[src/rtl/console_mux_if.sv]
// Handshake bundle for console_mux: UART rx/tx bytes, the command port and the per-channel console ports.
interface console_mux_if #(
  parameter int NCH = 2
);
  logic             i_rx_stb;
  logic [7:0]       i_rx_data;
  logic             o_cmd_stb;
  logic [6:0]       o_cmd_data;
  logic             i_cmd_stb;
  logic [6:0]       i_cmd_data;
  logic             o_cmd_busy;
  logic [NCH-1:0]   i_console_stb;
  logic [7*NCH-1:0] i_console_data;
  logic [NCH-1:0]   o_console_busy;
  logic [NCH-1:0]   o_console_stb;
  logic [6:0]       o_console_data;
  logic             o_tx_stb;
  logic [7:0]       o_tx_data;
  logic             i_tx_busy;

  modport slave (
    input  i_rx_stb, i_rx_data, i_cmd_stb, i_cmd_data, i_console_stb, i_console_data, i_tx_busy,
    output o_cmd_stb, o_cmd_data, o_cmd_busy, o_console_busy, o_console_stb, o_console_data,
           o_tx_stb, o_tx_data
  );

  modport master (
    output i_rx_stb, i_rx_data, i_cmd_stb, i_cmd_data, i_console_stb, i_console_data, i_tx_busy,
    input  o_cmd_stb, o_cmd_data, o_cmd_busy, o_console_busy, o_console_stb, o_console_data,
           o_tx_stb, o_tx_data
  );
endinterface

[src/rtl/console_mux.sv]
// Multiplexes a command port and NCH console channels over one UART byte stream (SEL = 8'h7F escapes).
// Optional macro CONSOLE_MUX_CMDGATE_EN holds the command port closed until an rx byte with bit7 set arrives.
module console_mux #(
  parameter int NCH      = 2,
  parameter int MAXBURST = 16
) (
  input  logic         i_clk,
  input  logic         i_areset_n,
  console_mux_if.slave bus
);
  localparam int         CW  = (NCH > 1) ? $clog2(NCH) : 1;
  localparam int         BW  = $clog2(MAXBURST + 1);
  localparam logic [7:0] SEL = 8'h7F;

  typedef enum logic {R_DATA, R_SEL} rxState_t;
  typedef enum logic [2:0] {T_IDLE, T_SEL, T_NUM, T_DATA, T_ESC} txState_t;

  rxState_t       rxState_q;
  logic [CW-1:0]  rxChan_q;
  logic           cmdOutStb_q;
  logic [6:0]     cmdOutData_q;
  logic [NCH-1:0] conOutStb_q;
  logic [6:0]     conOutData_q;

  txState_t       txState_q;
  logic           outFull_q;
  logic [7:0]     outData_q;
  logic           cmdFull_q;
  logic [6:0]     cmdHold_q;
  logic [NCH-1:0] holdFull_q;
  logic [6:0]     holdData_q [NCH];
  logic [CW-1:0]  txChan_q;
  logic [CW-1:0]  curChan_q;
  logic [CW-1:0]  rrNext_q;
  logic [BW-1:0]  burstCnt_q;

  logic           cmdActive;
  logic           anyHold;
  logic [CW-1:0]  pickChan;
  logic [CW-1:0]  pickNext;
  logic           cmdWins;
  logic           outFree;

`ifdef CONSOLE_MUX_CMDGATE_EN
  logic cmdActive_q;

  always_ff @(posedge i_clk or negedge i_areset_n) begin
    if (!i_areset_n) begin
      cmdActive_q <= 1'b0;
    end else if (bus.i_rx_stb && bus.i_rx_data[7]) begin
      cmdActive_q <= 1'b1;
    end
  end

  assign cmdActive = cmdActive_q;
`else
  assign cmdActive = 1'b1;
`endif

  // Receive decoder: bit7 bytes go to the command port in any state; 7F opens a select/escape pair.
  always_ff @(posedge i_clk or negedge i_areset_n) begin
    if (!i_areset_n) begin
      rxState_q    <= R_DATA;
      rxChan_q     <= '0;
      cmdOutStb_q  <= 1'b0;
      cmdOutData_q <= '0;
      conOutStb_q  <= '0;
      conOutData_q <= '0;
    end else begin
      cmdOutStb_q <= 1'b0;
      conOutStb_q <= '0;
      if (bus.i_rx_stb) begin
        if (bus.i_rx_data[7]) begin
          cmdOutStb_q  <= 1'b1;
          cmdOutData_q <= bus.i_rx_data[6:0];
        end else if (rxState_q == R_SEL) begin
          rxState_q <= R_DATA;
          if (bus.i_rx_data == SEL) begin
            conOutStb_q[rxChan_q] <= 1'b1;
            conOutData_q          <= 7'h7F;
          end else if (int'(bus.i_rx_data) < NCH) begin
            rxChan_q <= bus.i_rx_data[CW-1:0];
          end
        end else if (bus.i_rx_data == SEL) begin
          rxState_q <= R_SEL;
        end else begin
          conOutStb_q[rxChan_q] <= 1'b1;
          conOutData_q          <= bus.i_rx_data[6:0];
        end
      end
    end
  end

  // Round-robin scan begins at the channel after the one served last.
  always_comb begin
    logic [CW-1:0] idx;
    anyHold  = 1'b0;
    pickChan = '0;
    for (int k = 0; k < NCH; k++) begin
      idx = CW'((int'(rrNext_q) + k) % NCH);
      if (!anyHold && holdFull_q[idx]) begin
        anyHold  = 1'b1;
        pickChan = idx;
      end
    end
  end

  assign pickNext = (pickChan == CW'(NCH - 1)) ? '0 : pickChan + 1'b1;
  assign cmdWins  = cmdFull_q && cmdActive && !((burstCnt_q == BW'(MAXBURST)) && anyHold);
  assign outFree  = !outFull_q || !bus.i_tx_busy;

  // Transmit side; a console sequence runs to completion before the command port is looked at again.
  always_ff @(posedge i_clk or negedge i_areset_n) begin
    if (!i_areset_n) begin
      txState_q  <= T_IDLE;
      outFull_q  <= 1'b0;
      outData_q  <= '0;
      cmdFull_q  <= 1'b0;
      cmdHold_q  <= '0;
      holdFull_q <= '0;
      for (int c = 0; c < NCH; c++) holdData_q[c] <= '0;
      txChan_q   <= '0;
      curChan_q  <= '0;
      rrNext_q   <= '0;
      burstCnt_q <= '0;
    end else begin
      if (outFull_q && !bus.i_tx_busy) outFull_q <= 1'b0;
      if (!anyHold) burstCnt_q <= '0;
      if (outFree) begin
        unique case (txState_q)
          T_IDLE: begin
            if (cmdWins) begin
              outFull_q <= 1'b1;
              outData_q <= {1'b1, cmdHold_q};
              cmdFull_q <= 1'b0;
              if (anyHold && burstCnt_q != BW'(MAXBURST)) burstCnt_q <= burstCnt_q + 1'b1;
            end else if (anyHold) begin
              outFull_q  <= 1'b1;
              curChan_q  <= pickChan;
              rrNext_q   <= pickNext;
              burstCnt_q <= '0;
              if (pickChan != txChan_q) begin
                outData_q <= SEL;
                txState_q <= T_SEL;
              end else begin
                outData_q <= {1'b0, holdData_q[pickChan]};
                if (holdData_q[pickChan] == 7'h7F) txState_q <= T_ESC;
                else holdFull_q[pickChan] <= 1'b0;
              end
            end
          end
          T_SEL: begin
            outFull_q <= 1'b1;
            outData_q <= 8'(curChan_q);
            txChan_q  <= curChan_q;
            txState_q <= T_NUM;
          end
          T_NUM: begin
            outFull_q <= 1'b1;
            outData_q <= {1'b0, holdData_q[curChan_q]};
            if (holdData_q[curChan_q] == 7'h7F) begin
              txState_q <= T_ESC;
            end else begin
              holdFull_q[curChan_q] <= 1'b0;
              txState_q             <= T_IDLE;
            end
          end
          T_ESC: begin
            outFull_q             <= 1'b1;
            outData_q             <= SEL;
            holdFull_q[curChan_q] <= 1'b0;
            txState_q             <= T_IDLE;
          end
          default: txState_q <= T_IDLE;
        endcase
      end
      if (bus.i_cmd_stb && !cmdFull_q) begin
        cmdFull_q <= 1'b1;
        cmdHold_q <= bus.i_cmd_data;
      end
      for (int c = 0; c < NCH; c++) begin
        if (bus.i_console_stb[c] && !holdFull_q[c]) begin
          holdFull_q[c] <= 1'b1;
          holdData_q[c] <= bus.i_console_data[7*c +: 7];
        end
      end
    end
  end

  assign bus.o_cmd_stb      = cmdOutStb_q;
  assign bus.o_cmd_data     = cmdOutData_q;
  assign bus.o_cmd_busy     = cmdFull_q;
  assign bus.o_console_busy = holdFull_q;
  assign bus.o_console_stb  = conOutStb_q;
  assign bus.o_console_data = conOutData_q;
  assign bus.o_tx_stb       = outFull_q;
  assign bus.o_tx_data      = outData_q;
endmodule

[src/flat_wrapper.sv]
// flat-port wrapper written by rule: the top's interface ports become plain ports
module console_mux_flat 
#(
  parameter int NCH      = 2,
  parameter int MAXBURST = 16
)
  (i_clk, i_areset_n, bus_i_rx_stb, bus_i_rx_data, bus_i_cmd_stb, bus_i_cmd_data, bus_i_console_stb, bus_i_console_data, bus_i_tx_busy, bus_o_cmd_stb, bus_o_cmd_data, bus_o_cmd_busy, bus_o_console_busy, bus_o_console_stb, bus_o_console_data, bus_o_tx_stb, bus_o_tx_data);
  console_mux_if #(.NCH(NCH)) bus_i ();
  input  logic i_clk;
  input  logic i_areset_n;
  input wire logic [$bits(bus_i.i_rx_stb)-1:0] bus_i_rx_stb;
  input wire logic [$bits(bus_i.i_rx_data)-1:0] bus_i_rx_data;
  input wire logic [$bits(bus_i.i_cmd_stb)-1:0] bus_i_cmd_stb;
  input wire logic [$bits(bus_i.i_cmd_data)-1:0] bus_i_cmd_data;
  input wire logic [$bits(bus_i.i_console_stb)-1:0] bus_i_console_stb;
  input wire logic [$bits(bus_i.i_console_data)-1:0] bus_i_console_data;
  input wire logic [$bits(bus_i.i_tx_busy)-1:0] bus_i_tx_busy;
  output wire logic [$bits(bus_i.o_cmd_stb)-1:0] bus_o_cmd_stb;
  output wire logic [$bits(bus_i.o_cmd_data)-1:0] bus_o_cmd_data;
  output wire logic [$bits(bus_i.o_cmd_busy)-1:0] bus_o_cmd_busy;
  output wire logic [$bits(bus_i.o_console_busy)-1:0] bus_o_console_busy;
  output wire logic [$bits(bus_i.o_console_stb)-1:0] bus_o_console_stb;
  output wire logic [$bits(bus_i.o_console_data)-1:0] bus_o_console_data;
  output wire logic [$bits(bus_i.o_tx_stb)-1:0] bus_o_tx_stb;
  output wire logic [$bits(bus_i.o_tx_data)-1:0] bus_o_tx_data;
  assign bus_i.i_rx_stb = bus_i_rx_stb;
  assign bus_i.i_rx_data = bus_i_rx_data;
  assign bus_i.i_cmd_stb = bus_i_cmd_stb;
  assign bus_i.i_cmd_data = bus_i_cmd_data;
  assign bus_i.i_console_stb = bus_i_console_stb;
  assign bus_i.i_console_data = bus_i_console_data;
  assign bus_i.i_tx_busy = bus_i_tx_busy;
  assign bus_o_cmd_stb = bus_i.o_cmd_stb;
  assign bus_o_cmd_data = bus_i.o_cmd_data;
  assign bus_o_cmd_busy = bus_i.o_cmd_busy;
  assign bus_o_console_busy = bus_i.o_console_busy;
  assign bus_o_console_stb = bus_i.o_console_stb;
  assign bus_o_console_data = bus_i.o_console_data;
  assign bus_o_tx_stb = bus_i.o_tx_stb;
  assign bus_o_tx_data = bus_i.o_tx_data;
  console_mux #(.NCH(NCH), .MAXBURST(MAXBURST)) u_core (.i_clk(i_clk), .i_areset_n(i_areset_n), .bus(bus_i));
endmodule
[config.mk]
export PLATFORM = sky130hd
export DESIGN_NAME = console_mux_flat
export DESIGN_NICKNAME = d
export VERILOG_FILES = /design/src/rtl/console_mux_if.sv /design/src/rtl/console_mux.sv /design/src/flat_wrapper.sv
export SDC_FILE = /design/constraint.sdc
export NUM_CORES = 1
export LEC_CHECK = 0
export BUFFER_PORTS_ARGS = -buffer_cell sky130_fd_sc_hd__buf_2
export CAP_MARGIN = 5
export CORE_ASPECT_RATIO = 1.2
export CORE_UTILIZATION = 30
export CTS_BUF_LIST = sky130_fd_sc_hd__clkbuf_16
export CTS_CLUSTER_SIZE = 10
export DETAILED_ROUTE_END_ITERATION = 10
export PLACE_DENSITY = 0.53
export RECOVER_POWER = 100
export SLEW_MARGIN = 20
export SYNTH_ARGS = -nofsm -noshare
export SYNTH_HDL_FRONTEND = slang
export SYNTH_SLANG_ARGS = --single-unit
[constraint.sdc]
create_clock -name i_clk -period 5.9 [get_ports i_clk]
set_input_delay 0.59 -clock i_clk [delete_from_list [all_inputs] [get_ports i_clk]]
set_output_delay 0.59 -clock i_clk [all_outputs]
set_load 0.03 [all_outputs]
=== Word level (Yosys, flattened, before mapping) ===
Index checks and enable logic that the tools add are counted.

* Bits in registers: 63
* Bits in latches: 0
* Memories: 0
* Memory bits (read-only): 0
* Input port bits: 36
* Word-level logic and storage cells: 174
* RAM bits: 0
* Output and inout port bits: 29

* Add/sub/neg operators: 3
* Multiplexer cells: 67
* Reductions and logical operators: 40
* Magnitude comparators: 11
* Shifts and indexed selects: 0
* Equality and inequality tests: 25
* Bitwise operators: 9
* Divide/modulo/power cells: 0
* Multipliers: 0

{| class="wikitable"
|+ Operator list
! kind !! count
|-
| 7-bit 2-to-1 mux || 10
|-
| 8-bit one-hot mux with 4 select lines || 1
|-
| 5-bit 2-to-1 mux || 6
|-
| 1-bit 2-to-1 mux || 26
|-
| 3-bit != test, second input constant || 8
|-
| 2-bit 2-to-1 mux || 11
|-
| 8-bit 2-to-1 mux || 2
|-
| 3-bit 2-to-1 mux || 5
|-
| 7-bit == test, second input constant || 2
|-
| 7-bit AND reduction || 2
|-
| 3-bit by 1-bit != test with 1-bit output, second input constant || 4
|-
| 4-bit AND reduction || 3
|-
| 4-bit nonzero test || 3
|-
| 1-bit logical AND || 11
|-
| 1-bit by 2-bit < comparator with 1-bit output, second input constant || 5
|-
| 2-bit nonzero test || 5
|-
| 3-bit one-hot mux with 3 select lines || 1
|-
| 8-bit by 7-bit == test with 1-bit output, second input constant || 1
|-
| 8-bit by 2-bit < comparator with 1-bit output, second input constant || 1
|-
| 1-bit zero test || 7
|-
| 2-bit one-hot mux with 3 select lines || 1
|-
| 2-bit AND reduction || 3
|-
| 3-bit AND reduction || 2
|-
| 5-bit by 1-bit adder with 5-bit output, second input constant || 1
|-
| 21 further kinds || 34
|}

=== Longest topological paths before layout ===
Gate-level depths: netlist of the first run.

* Depth in word-level cells: 19
* Depth in mapped cells: 8
* Mapped depth without buffers: 7

=== Least setup slack after synthesis of the first run ===
OpenSTA, ideal clock, no wires.

* Path type: register to register
* Start: register u_core.holdFull_q[1], in the netlist u_core.bus.o_console_busy[1]
* End: register u_core.curChan_q
* Period minus slack after synthesis: 2.005 ns
* Slack: 3.895 ns
* Required time: 5.775 ns
* Stages on the path, launching flop included: 6
* Arrival: 1.880 ns
* Library setup time: 0.125 ns
* Path buffers: 1
* Path through: dfrtp_1 > buf_2 > nor2_1 > o21ai_2 > nor3b_1 > mux2_2

* Cells in the longest elaborated chain, start to end: 11
* Elaborated cells between the ends (all ways): 15
* Those cells by class: mux (8); bitwise (1); reduce/logical (6)

{| class="wikitable"
|+ RTL lines
! item !! RTL line !! source
|-
| start, declared || console_mux.sv:30 || <nowiki>logic [NCH-1:0] holdFull_q;</nowiki>
|-
| start signal, assigned || console_mux.sv:120 || <nowiki>holdFull_q <= '0;</nowiki>
|-
| start signal, assigned by index || console_mux.sv:148 || <nowiki>else holdFull_q[pickChan] <= 1'b0;</nowiki>
|-
| start signal, assigned by index || console_mux.sv:164 || <nowiki>holdFull_q[curChan_q] <= 1'b0;</nowiki>
|-
| 1-bit 2-to-1 mux (implied by the code) (2 in a row) || console_mux.sv:101 || <nowiki>if (!anyHold && holdFull_q[idx]) begin</nowiki>
|-
| 1-bit 2-to-1 mux || console_mux.sv:101 ||
|-
| 1-bit zero test || console_mux.sv:101 ||
|-
| 1-bit logical AND || console_mux.sv:101 ||
|-
| 1-bit 2-to-1 mux || console_mux.sv:101 ||
|-
| 1-bit logical AND || console_mux.sv:109 || <nowiki>assign cmdWins = cmdFull_q && cmdActive && !((burstCnt_q == BW'(MAXBURST)) && anyHold);</nowiki>
|-
| 1-bit zero test || console_mux.sv:109 ||
|-
| 1-bit logical AND || console_mux.sv:109 ||
|-
| 1-bit inverter (no line) || - ||
|-
| 4-bit AND reduction (no line) || - ||
|-
| end signal, assigned || console_mux.sv:139 || <nowiki>curChan_q <= pickChan;</nowiki>
|-
| end, declared || console_mux.sv:33 || <nowiki>logic [CW-1:0] curChan_q;</nowiki>
|}

Several ways; a longest one is shown, not always the timed one. The select of a mux whose other input is x is not followed.
A chain may end at the register's enable or synchronous reset.

=== Worst setup path in the final report of the first run ===
* Start: register u_core.txState_q[1]
* End: register u_core.curChan_q

* Cells in the longest elaborated chain, start to end: 2

{| class="wikitable"
|+ RTL lines
! item !! RTL line !! source
|-
| start, declared || console_mux.sv:25 || <nowiki>txState_t txState_q;</nowiki>
|-
| start signal, assigned || console_mux.sv:115 || <nowiki>txState_q <= T_IDLE;</nowiki>
|-
| start signal, assigned || console_mux.sv:144 || <nowiki>txState_q <= T_SEL;</nowiki>
|-
| start signal, assigned || console_mux.sv:147 || <nowiki>if (holdData_q[pickChan] == 7'h7F) txState_q <= T_ESC;</nowiki>
|-
| 3-bit zero test || console_mux.sv:130 || <nowiki>unique case (txState_q)</nowiki>
|-
| 4-bit AND reduction (no line) || - ||
|}

Every way passes these cells.

==> results.toml, run 1 <==
[die]
io_pins = 65
die_area_um2 = 10900
rows = 40
dieWidth_um = 95.5
start_util = 0.311
core_region_area_um2 = 10100
dieHeight_um = 114

[power]
p_leak_nw = 1.60
powerDensity_nw_per_um2 = 544
irDropWorstVdd_mv = 0.177
power_mw = 2.07

[clock_tree]
cts_buffers = 9
cts_hold_buffers = 0
clockBufferDepth = 2
h-tree-depth = 3
cts_tree = "done"
cts_resized = 0
cts.sinks = 63
clock_latency_ns = 0.32
cts_root_buf = "clkbuf_16"
cts.clk_slew.worst_paths_ns = 0.06
cts_post_setup_buffers_inserted = 0

[critical_path]
worstPathRequired_ns = 6.11
worst-setup-path-type = "reg2reg"
r2r_start = "u_core.txState_q[1]$_DFFE_PN0P_"
cp_max_fo = 12
arrival_ns = 2.86
startpoint_type = "register"
reg2regPathDepth = 4
timing.rr.end = "u_core.curChan_q$_DFFE_PN0P_"
cp-end-kind = "register"
rrSetupSlack_ns = 3.25

[place]
io_buffer_count = 64
hpwl_mm = 5.45
pre_cts_ws_ns = 3.53
gp_congestion = 0.724

[sta]
rsz0062_at_grt = "no"
setup_ws_ns = 3.25
fmax_mhz = 378
setup_viol = 0
finalCritPeriodShare = 0.449
final.setup.tns_ns = 0
finalHoldViolations = 0
fin_crit_ns = 2.65
finClkSkew_ns = 0.00510
slew_headroom = 0.431
hold_slack_ns = 0.437
max_slew.worst_pin.slew_ns = 0.848
drv_slew = 0

[routing]
first_pass_iters = 4
ant_nets = 0
vias_per_cell = 5.13
drcViolationCount = 0
wl_mm = 7.54
vias = 2409
wl_per_cell_um = 16.0
dr.first_iter.drc_count = 82

[grt]
grt_first_pass_wirelength_mm = 12.6
grt-ovfl-total = 0
grt_use_total = 0.150
grt_pass1_vias = 2466
grt_max_degree = 64
antenna_found_initial = 0

[outcome]
outcome = "completed"

[finish]
diodes = 0
area_delta_synth_final_pct = 20.7
final_cell_mix = "dfrtp_1 (63), buf_2 (33), clkbuf_1 (31)"
finalNetCount = 377
mostFrequentLayoutCell = "dfrtp_1"
drive_above_1_share = 0.250
utilization = 0.375

[logic_synthesis]
ys.flop_type = "dfrtp_1"
synth_area_um2 = 3140
synth.yosys.seq_area_share = 0.501
postSynthCellCount = 279
postSynthAreaPerCell_um2 = 11.3
yosysUniqueCellTypes = 52
synth-edff-count = 0
yosysWarningCount = 0
async_reset_ff_frac = 1.00
syn-num-nets = 317
ys_ff_latch = 63

[flow_run]
drv_cap = 0

[min_path]
min_path_type = "in2async"
-- state kept, by name, indices dropped and copies added, names as in the netlist --
name,cells
u_core.holdData_q,14
u_core.bus.o_tx_data,8
u_core.bus.o_cmd_data,7
u_core.bus.o_console_data,7
u_core.cmdHold_q,7
u_core.burstCnt_q,5
u_core.txState_q,3
u_core.bus.o_console_busy,2
u_core.bus.o_console_stb,2
u_core.bus.o_cmd_busy,1
u_core.bus.o_cmd_stb,1
u_core.bus.o_tx_stb,1
u_core.curChan_q,1
u_core.rrNext_q,1
u_core.rxChan_q,1
u_core.rxState_q,1
u_core.txChan_q,1
-- stage by stage --
stage / cell area [um^2] / cells
floorplan: 3140 / 279
global placement: 3550 / 454
detailed placement: 3550 / 454
CTS: 3850 / 470
global route: 3790 / 470
finish: 3790 / 470
-- metal layers --
| metal | share of wire | GRT usage | vias up |
|---|---|---|---|
| met4 | 0.013 | 0.0597 | 0 |
| met5 | 0 | 0 | - |
| li1 | - | - | 1165 |
| met1 | 0.46 | 0.202 | 1186 |
| met2 | 0.48 | 0.235 | 50 |
| met3 | 0.044 | 0.0312 | 8 |
-- synthesized netlist by cell type (2+ instances only) --
cell type | count | area, um^2
dfrtp_1 | 63 | 1580
mux2_2 | 30 | 338
nor2_1 | 27 | 101
mux2i_1 | 15 | 150
o22a_1 | 15 | 131
nand2_1 | 13 | 48.8
a21oi_1 | 11 | 55.1
clkbuf_1 | 10 | 37.5
a311oi_1 | 7 | 61.3
inv_1 | 7 | 26.3
nand3_1 | 6 | 30.0
o32a_1 | 6 | 60.1
nor2b_1 | 5 | 31.3
nor3_1 | 5 | 25.0
o21ai_0 | 5 | 25.0
buf_2 | 4 | 20.0
nand2b_1 | 3 | 18.8
nand4_1 | 3 | 18.8
or4_1 | 3 | 22.5
a21o_1 | 2 | 15.0
and3_1 | 2 | 12.5
buf_6 | 2 | 22.5
ha_1 | 2 | 25.0
nor3b_1 | 2 | 15.0
nor4_1 | 2 | 12.5
o22ai_1 | 2 | 12.5
xnor2_1 | 2 | 17.5
-- cells by family after synthesis --
group,count (synthesis),share of synthesized area
buf+inv,23,0.0338
flops,63,0.501
simple gates,81,0.135
compound gates,61,0.155
mux,45,0.155
xor+xnor,3,0.00836
fa+ha+maj,3,0.0115
-- critical path: stages (launching register included) --
cell	delay, ns
dfrtp_1	0.53
nor3_1	0.71
nand2_1	0.41
nor3b_1	0.50
mux2_2	0.39
-- power breakdown --
group          internal, mW  total, mW  leakage, nW  switching (mW)
clock network         0.327      0.529        0.143           0.202
logic                 0.330      0.776        0.709           0.446
registers             0.585      0.760        0.747           0.176
total                  1.24       2.07         1.60           0.824
-- worst max path at each step --
stage	endpoint	slack (ns)	from	depth (start not counted)
2_1_floorplan	u_core.curChan_q$_DFFE_PN0P_	3.90	u_core.bus.o_console_busy[1]$_DFFE_PN0P_	5
3_3_place_gp	u_core.curChan_q$_DFFE_PN0P_	3.59	u_core.burstCnt_q[0]$_DFF_PN0_	6
3_5_place_dp	u_core.curChan_q$_DFFE_PN0P_	3.53	u_core.burstCnt_q[0]$_DFF_PN0_	6
4_1_cts	u_core.curChan_q$_DFFE_PN0P_	3.51	u_core.burstCnt_q[0]$_DFF_PN0_	6
5_1_grt	u_core.curChan_q$_DFFE_PN0P_	3.07	u_core.txState_q[1]$_DFFE_PN0P_	4
6_report	u_core.curChan_q$_DFFE_PN0P_	3.25	u_core.txState_q[1]$_DFFE_PN0P_	4
-- cell type report --
class	instances	area (um^2)
Clock buffer	9	225
Clock inverter	7	72.6
Fill cell	1048	6320
Inverter	7	26.3
Multi-Input combinational cell	193	1450
Sequential cell	63	1580
Tap cell	126	158
Timing Repair Buffer	65	289
No activity file was read; power rests on OpenSTA's default activity.
==> run 2: changes to the inputs <==
--- a/config.mk
+++ b/config.mk
@@ -12,7 +12,7 @@
 export CTS_BUF_LIST = sky130_fd_sc_hd__clkbuf_16
 export CTS_CLUSTER_SIZE = 10
 export DETAILED_ROUTE_END_ITERATION = 10
-export PLACE_DENSITY = 0.53
+export PLACE_DENSITY = 0.55
 export RECOVER_POWER = 100
 export SLEW_MARGIN = 20
 export SYNTH_ARGS = -nofsm -noshare
==> constraint.sdc (replaced) <==
create_clock -name i_clk -period 2.4 [get_ports i_clk]
set_input_delay 0.24 -clock i_clk [delete_from_list [all_inputs] [get_ports i_clk]]
set_output_delay 0.24 -clock i_clk [all_outputs]
set_load 0.03 [all_outputs]
==> results.toml, run 2 (synthesis results as in run 1) <==
[routing]
drcViolationCount = 0
ant_nets = 0
vias_per_cell = 5.16
wl_per_cell_um = 15.9
first_pass_iters = 4
vias = 2456
dr.first_iter.drc_count = 97
wl_mm = 7.56

[power]
irDropWorstVdd_mv = 0.425
p_leak_nw = 1.62
powerDensity_nw_per_um2 = 1300

[sta]
finalCritPeriodShare = 0.864
finClkSkew_ns = 0.00574
slew_headroom = 0.0885
finalHoldViolations = 0
final.setup.tns_ns = 0
fin_crit_ns = 2.07
max_slew.worst_pin.slew_ns = 1.37
rsz0062_at_grt = "no"
drv_slew = 0
fmax_mhz = 482
setup_viol = 0

[finish]
area_delta_synth_final_pct = 21.3
fillCellCount = 1041
regMostFlops = "u_core.holdData_q"
layout.cells.non_filler = 476
largest_reg_flops = 14
finalNetCount = 385
diodes = 0
final_cell_mix = "dfrtp_1 (63), clkbuf_1 (37), buf_2 (31)"
mostFrequentLayoutCell = "dfrtp_1"
drive_above_1_share = 0.234

[place]
gp_congestion = 0.758
hpwl_mm = 5.68
io_buffer_count = 64
post-place-cells = 461

[die]
die_area_um2 = 10900
dieHeight_um = 114
start_util = 0.311
rows = 40
io_pins = 65
dieWidth_um = 95.5
core_region_area_um2 = 10100

[grt]
grt_first_pass_wirelength_mm = 12.6
grt_pass1_vias = 2563
grt_max_degree = 42
antenna_found_initial = 0
grt_use_total = 0.153
grt-ovfl-total = 0

[clock_tree]
clockBufferDepth = 2
cts_tree = "done"
cts_root_buf = "clkbuf_16"
cts.clk_slew.worst_paths_ns = 0.05
clock_latency_ns = 0.32
h-tree-depth = 3
cts_buffers = 9
cts.sinks = 63

[critical_path]
cp_max_fo = 12
cp-end-kind = "register"
crit_chain = "nand2b_1 -> and2_1 -> xnor2_2 -> a311oi_1 -> o32a_1"
startpoint = "u_core.bus.o_console_busy[0]$_DFFE_PN0P_"
max_stage_delay_ns = 0.50
cp_slowest_cell = "xnor2_2"
arrival_ns = 2.28
worst-setup-path-type = "reg2reg"
cp_top_family = "compound AO/OA/AOI/OAI gates"
path_buf_inv = 0
r2r_start = "u_core.bus.o_console_busy[0]$_DFFE_PN0P_"
worstPathRequired_ns = 2.61
startpoint_type = "register"

[outcome]
outcome = "completed"

[min_path]
min_path_type = "in2reg"
hold_start = "bus_i_console_data[0]"

[flow_run]
drv_cap = 0
-- run 2: cell count changes in the layout (fill, tap and decap cells not counted), sizes merged --
| cell | previous run | this run |
|---|---|---|
| clkinvlp | 1 | 0 |
| inv | 8 | 9 |
| clkbuf | 40 | 46 |
| dlygate4sd3 | 0 | 1 |
| bufinv | 1 | 0 |
| buf | 34 | 35 |
| clkinv | 4 | 3 |
-- run 2: area by class of cell --
| type | instances | area [um^2] | area share |
|---|---|---|---|
| flip-flops and latches | 63 | 1580 | 0.413 |
| multi-input cells | 193 | 1460 | 0.383 |
| repair buffers | 73 | 347 | 0.0909 |
| clock buffers | 9 | 225 | 0.0591 |
| well taps | 126 | 158 | 0.0413 |
| inverters | 7 | 26.3 | 0.00689 |
| clock inverters | 5 | 20.0 | 0.00525 |
-- run 2: power by group --
part	switching (mW)	total, mW	internal (mW)
clock network	0.422	1.09	0.668
registers	0.418	1.86	1.44
logic	1.14	2.00	0.855
total	1.98	4.94	2.96
-- run 2: timing repair --
action | 4_1_cts | 5_1_grt
endpoints found under the hold margin | 22 | 0
resized for setup | 0 | 1
hold buffers | 1 | 0
buffers inserted | 0 | 0
endpoints found under the setup margin | 0 | 6
-- run 2: final timing paths --
| check | end | slack (ns) | depth (start not counted) |
|---|---|---|---|
| max | u_core.bus.o_tx_data[6]$_DFFE_PN0P_ | 0.33 | 5 |
| min | u_core.holdData_q[7]$_DFFE_PN0P_ | 0.15 | 2 |
| max reg2reg | u_core.bus.o_tx_data[6]$_DFFE_PN0P_ | 0.33 | 5 |
| min reg2reg | u_core.bus.o_console_stb[0]$_DFF_PN0_ | 0.45 | 1 |
| max in group asynchronous | u_core.txState_q[1]$_DFFE_PN0P_ | 0.77 | 3 |
| min in group asynchronous | u_core.bus.o_cmd_data[6]$_DFFE_PN0P_ | 0.76 | 2 |
-- run 2: worst reg2reg max path: cells and delay by family, from the launching register on --
| family | cells | cell delay [ns] |
|---|---|---|
| compound gates | 2 | 0.53 |
| flops | 1 | 0.44 |
| simple gates | 2 | 0.48 |
| xor+xnor | 1 | 0.50 |
-- run 2: metrics by stage --
stage | instance area [um^2] | worst slack [ns] | power, mW | utilization | hold slack, ns
global placement | 3610 | 0.182 | 3.88 | 0.358 | 0.265
global route | 3810 | 0.120 | 5.26 | 0.377 | 0.147
floorplan | 3140 | 0.395 | 3.34 | - | -0.0556
detailed placement | 3610 | 0.113 | 3.92 | 0.358 | 0.269
finish | 3810 | 0.327 | 4.94 | 0.377 | 0.149
CTS | 3870 | 0.0922 | 5.04 | 0.383 | 0.144
-- run 2: layer usage --
metal	share of wire	routed length, um	vias up	track usage
met3	0.056	422	9	0.0445
met4	0.012	94	0	0.0507
met1	0.42	3180	1208	0.184
li1	-	-	1180	-
met2	0.51	3860	59	0.258
met5	0	0	-	0
==> run 3: changes to the inputs <==
--- a/config.mk
+++ b/config.mk
@@ -8,6 +8,7 @@
 export BUFFER_PORTS_ARGS = -buffer_cell sky130_fd_sc_hd__buf_2
 export CAP_MARGIN = 5
 export CORE_ASPECT_RATIO = 1.2
+export CORE_MARGIN = 2
 export CORE_UTILIZATION = 30
 export CTS_BUF_LIST = sky130_fd_sc_hd__clkbuf_16
 export CTS_CLUSTER_SIZE = 10
==> results.toml, run 3 (synthesis results as in run 1) <==
[place]
io_buffer_count = 64
hpwl_mm = 5.65
post-place-cells = 460
gp_congestion = 0.797

[critical_path]
cp-end-kind = "register"
worst-setup-path-type = "reg2reg"
cp_max_fo = 12
worstPathRequired_ns = 2.61
arrival_ns = 2.23
startpoint_type = "register"

[finish]
regMostFlops = "u_core.holdData_q"
layout.cells.non_filler = 477
area_delta_synth_final_pct = 21.8
diodes = 0
final_cell_mix = "dfrtp_1 (63), clkbuf_1 (35), buf_2 (32)"
drive_above_1_share = 0.242
finalNetCount = 384
fillCellCount = 1044
largest_reg_flops = 14
mostFrequentLayoutCell = "dfrtp_1"

[routing]
vias = 2493
dr.first_iter.drc_count = 133
vias_per_cell = 5.23
wl_mm = 7.73
drcViolationCount = 0
wl_per_cell_um = 16.2
ant_nets = 0
first_pass_iters = 4

[grt]
grt_max_degree = 64
antenna_found_initial = 0
grt_use_total = 0.145
grt_first_pass_wirelength_mm = 12.8
grt_pass1_vias = 2542
grt-ovfl-total = 0

[die]
dieHeight_um = 116
start_util = 0.311
die_area_um2 = 11300
dieWidth_um = 97.5
io_pins = 65
rows = 40
core_region_area_um2 = 10100

[power]
irDropWorstVdd_mv = 0.385
powerDensity_nw_per_um2 = 1330
p_leak_nw = 1.62

[min_path]
min_path_type = "in2reg"

[outcome]
violations = "max-capacitance violations, max-slew violations"
outcome = "finished, violations left"

[clock_tree]
clock_latency_ns = 0.33
clockBufferDepth = 2
cts.clk_slew.worst_paths_ns = 0.05
cts_resized = 0
h-tree-depth = 3
cts_tree = "done"
cts_root_buf = "clkbuf_16"
cts_buffers = 9
cts.sinks = 63

[flow_run]
drv_cap = 1

[sta]
slew_headroom = -0.0630
drv_slew = 64
finalCritPeriodShare = 0.843
final.setup.tns_ns = 0
finalHoldViolations = 0
max_slew.worst_pin.slew_ns = 1.59
rsz0062_at_grt = "no"
hold_slack_ns = 0.143
setup_viol = 0
fin_crit_ns = 2.02
fmax_mhz = 494
finClkSkew_ns = 0.00471
==> run 3: worst max-delay path: stages, from the launching register on <==
cell	delay [ns]
dfrtp_1	0.44
nand2b_1	0.14
and2_1	0.49
xnor2_1	0.18
buf_4	0.19
a311oi_1	0.10
o32a_1	0.36
==> run 3: report_power, final <==
part	switching, mW	total (mW)	leakage, nW	internal (mW)
Sequential	0.425	1.86	0.747	1.44
Combinational	1.13	1.99	0.732	0.859
Clock	0.463	1.25	0.141	0.784
==> run 3: metal layers <==
metal	vias to the layer above	GRT usage	part of all wire
met5	-	0	0
met4	0	0.0519	0.013
met3	10	0.0455	0.055
met2	61	0.252	0.51
met1	1246	0.170	0.42
li1	1176	-	-
==> run 3: timing repair <==
action	4_1_cts	5_1_grt
hold buffers	1	0
endpoints found under the hold margin	63	0
buffers inserted	0	0
==> run 3: final cells by class <==
type | count | area, um^2 | area share
tap | 126 | 158 | 0.0412
timing repair buffer | 72 | 329 | 0.0859
clock buffer | 9 | 225 | 0.0588
clock inverter | 7 | 56.3 | 0.0147
multi-input combinational | 193 | 1460 | 0.381
inverter | 7 | 26.3 | 0.00686
sequential | 63 | 1580 | 0.412
==> run 3: worst paths after layout <==
path | from | end | slack, ns | depth (start not counted)
max | u_core.bus.o_console_busy[0]$_DFFE_PN0P_ | u_core.bus.o_tx_data[6]$_DFFE_PN0P_ | 0.38 | 6
min | bus_i_console_data[4] | u_core.holdData_q[11]$_DFFE_PN0P_ | 0.14 | 2
max in group asynchronous | i_areset_n | u_core.bus.o_cmd_data[0]$_DFFE_PN0P_ | 0.52 | 3
min reg2reg | u_core.rxChan_q$_DFFE_PN0P_ | u_core.bus.o_console_stb[0]$_DFF_PN0_ | 0.45 | 1
min in group asynchronous | i_areset_n | u_core.holdData_q[10]$_DFFE_PN0P_ | 0.94 | 3
max reg2reg | u_core.bus.o_console_busy[0]$_DFFE_PN0P_ | u_core.bus.o_tx_data[6]$_DFFE_PN0P_ | 0.38 | 6
==> run 3: metrics by stage <==
stage | instance area, um^2 | util | power, mW | worst slack [ns]
2_1_floorplan | 3140 | - | 3.34 | 0.395
3_3_place_gp | 3610 | 0.357 | 3.90 | 0.445
3_5_place_dp | 3610 | 0.357 | 3.92 | 0.388
4_1_cts | 3900 | 0.386 | 5.20 | 0.382
5_1_grt | 3830 | 0.379 | 5.45 | 0.121
6_report | 3830 | 0.379 | 5.10 | 0.377
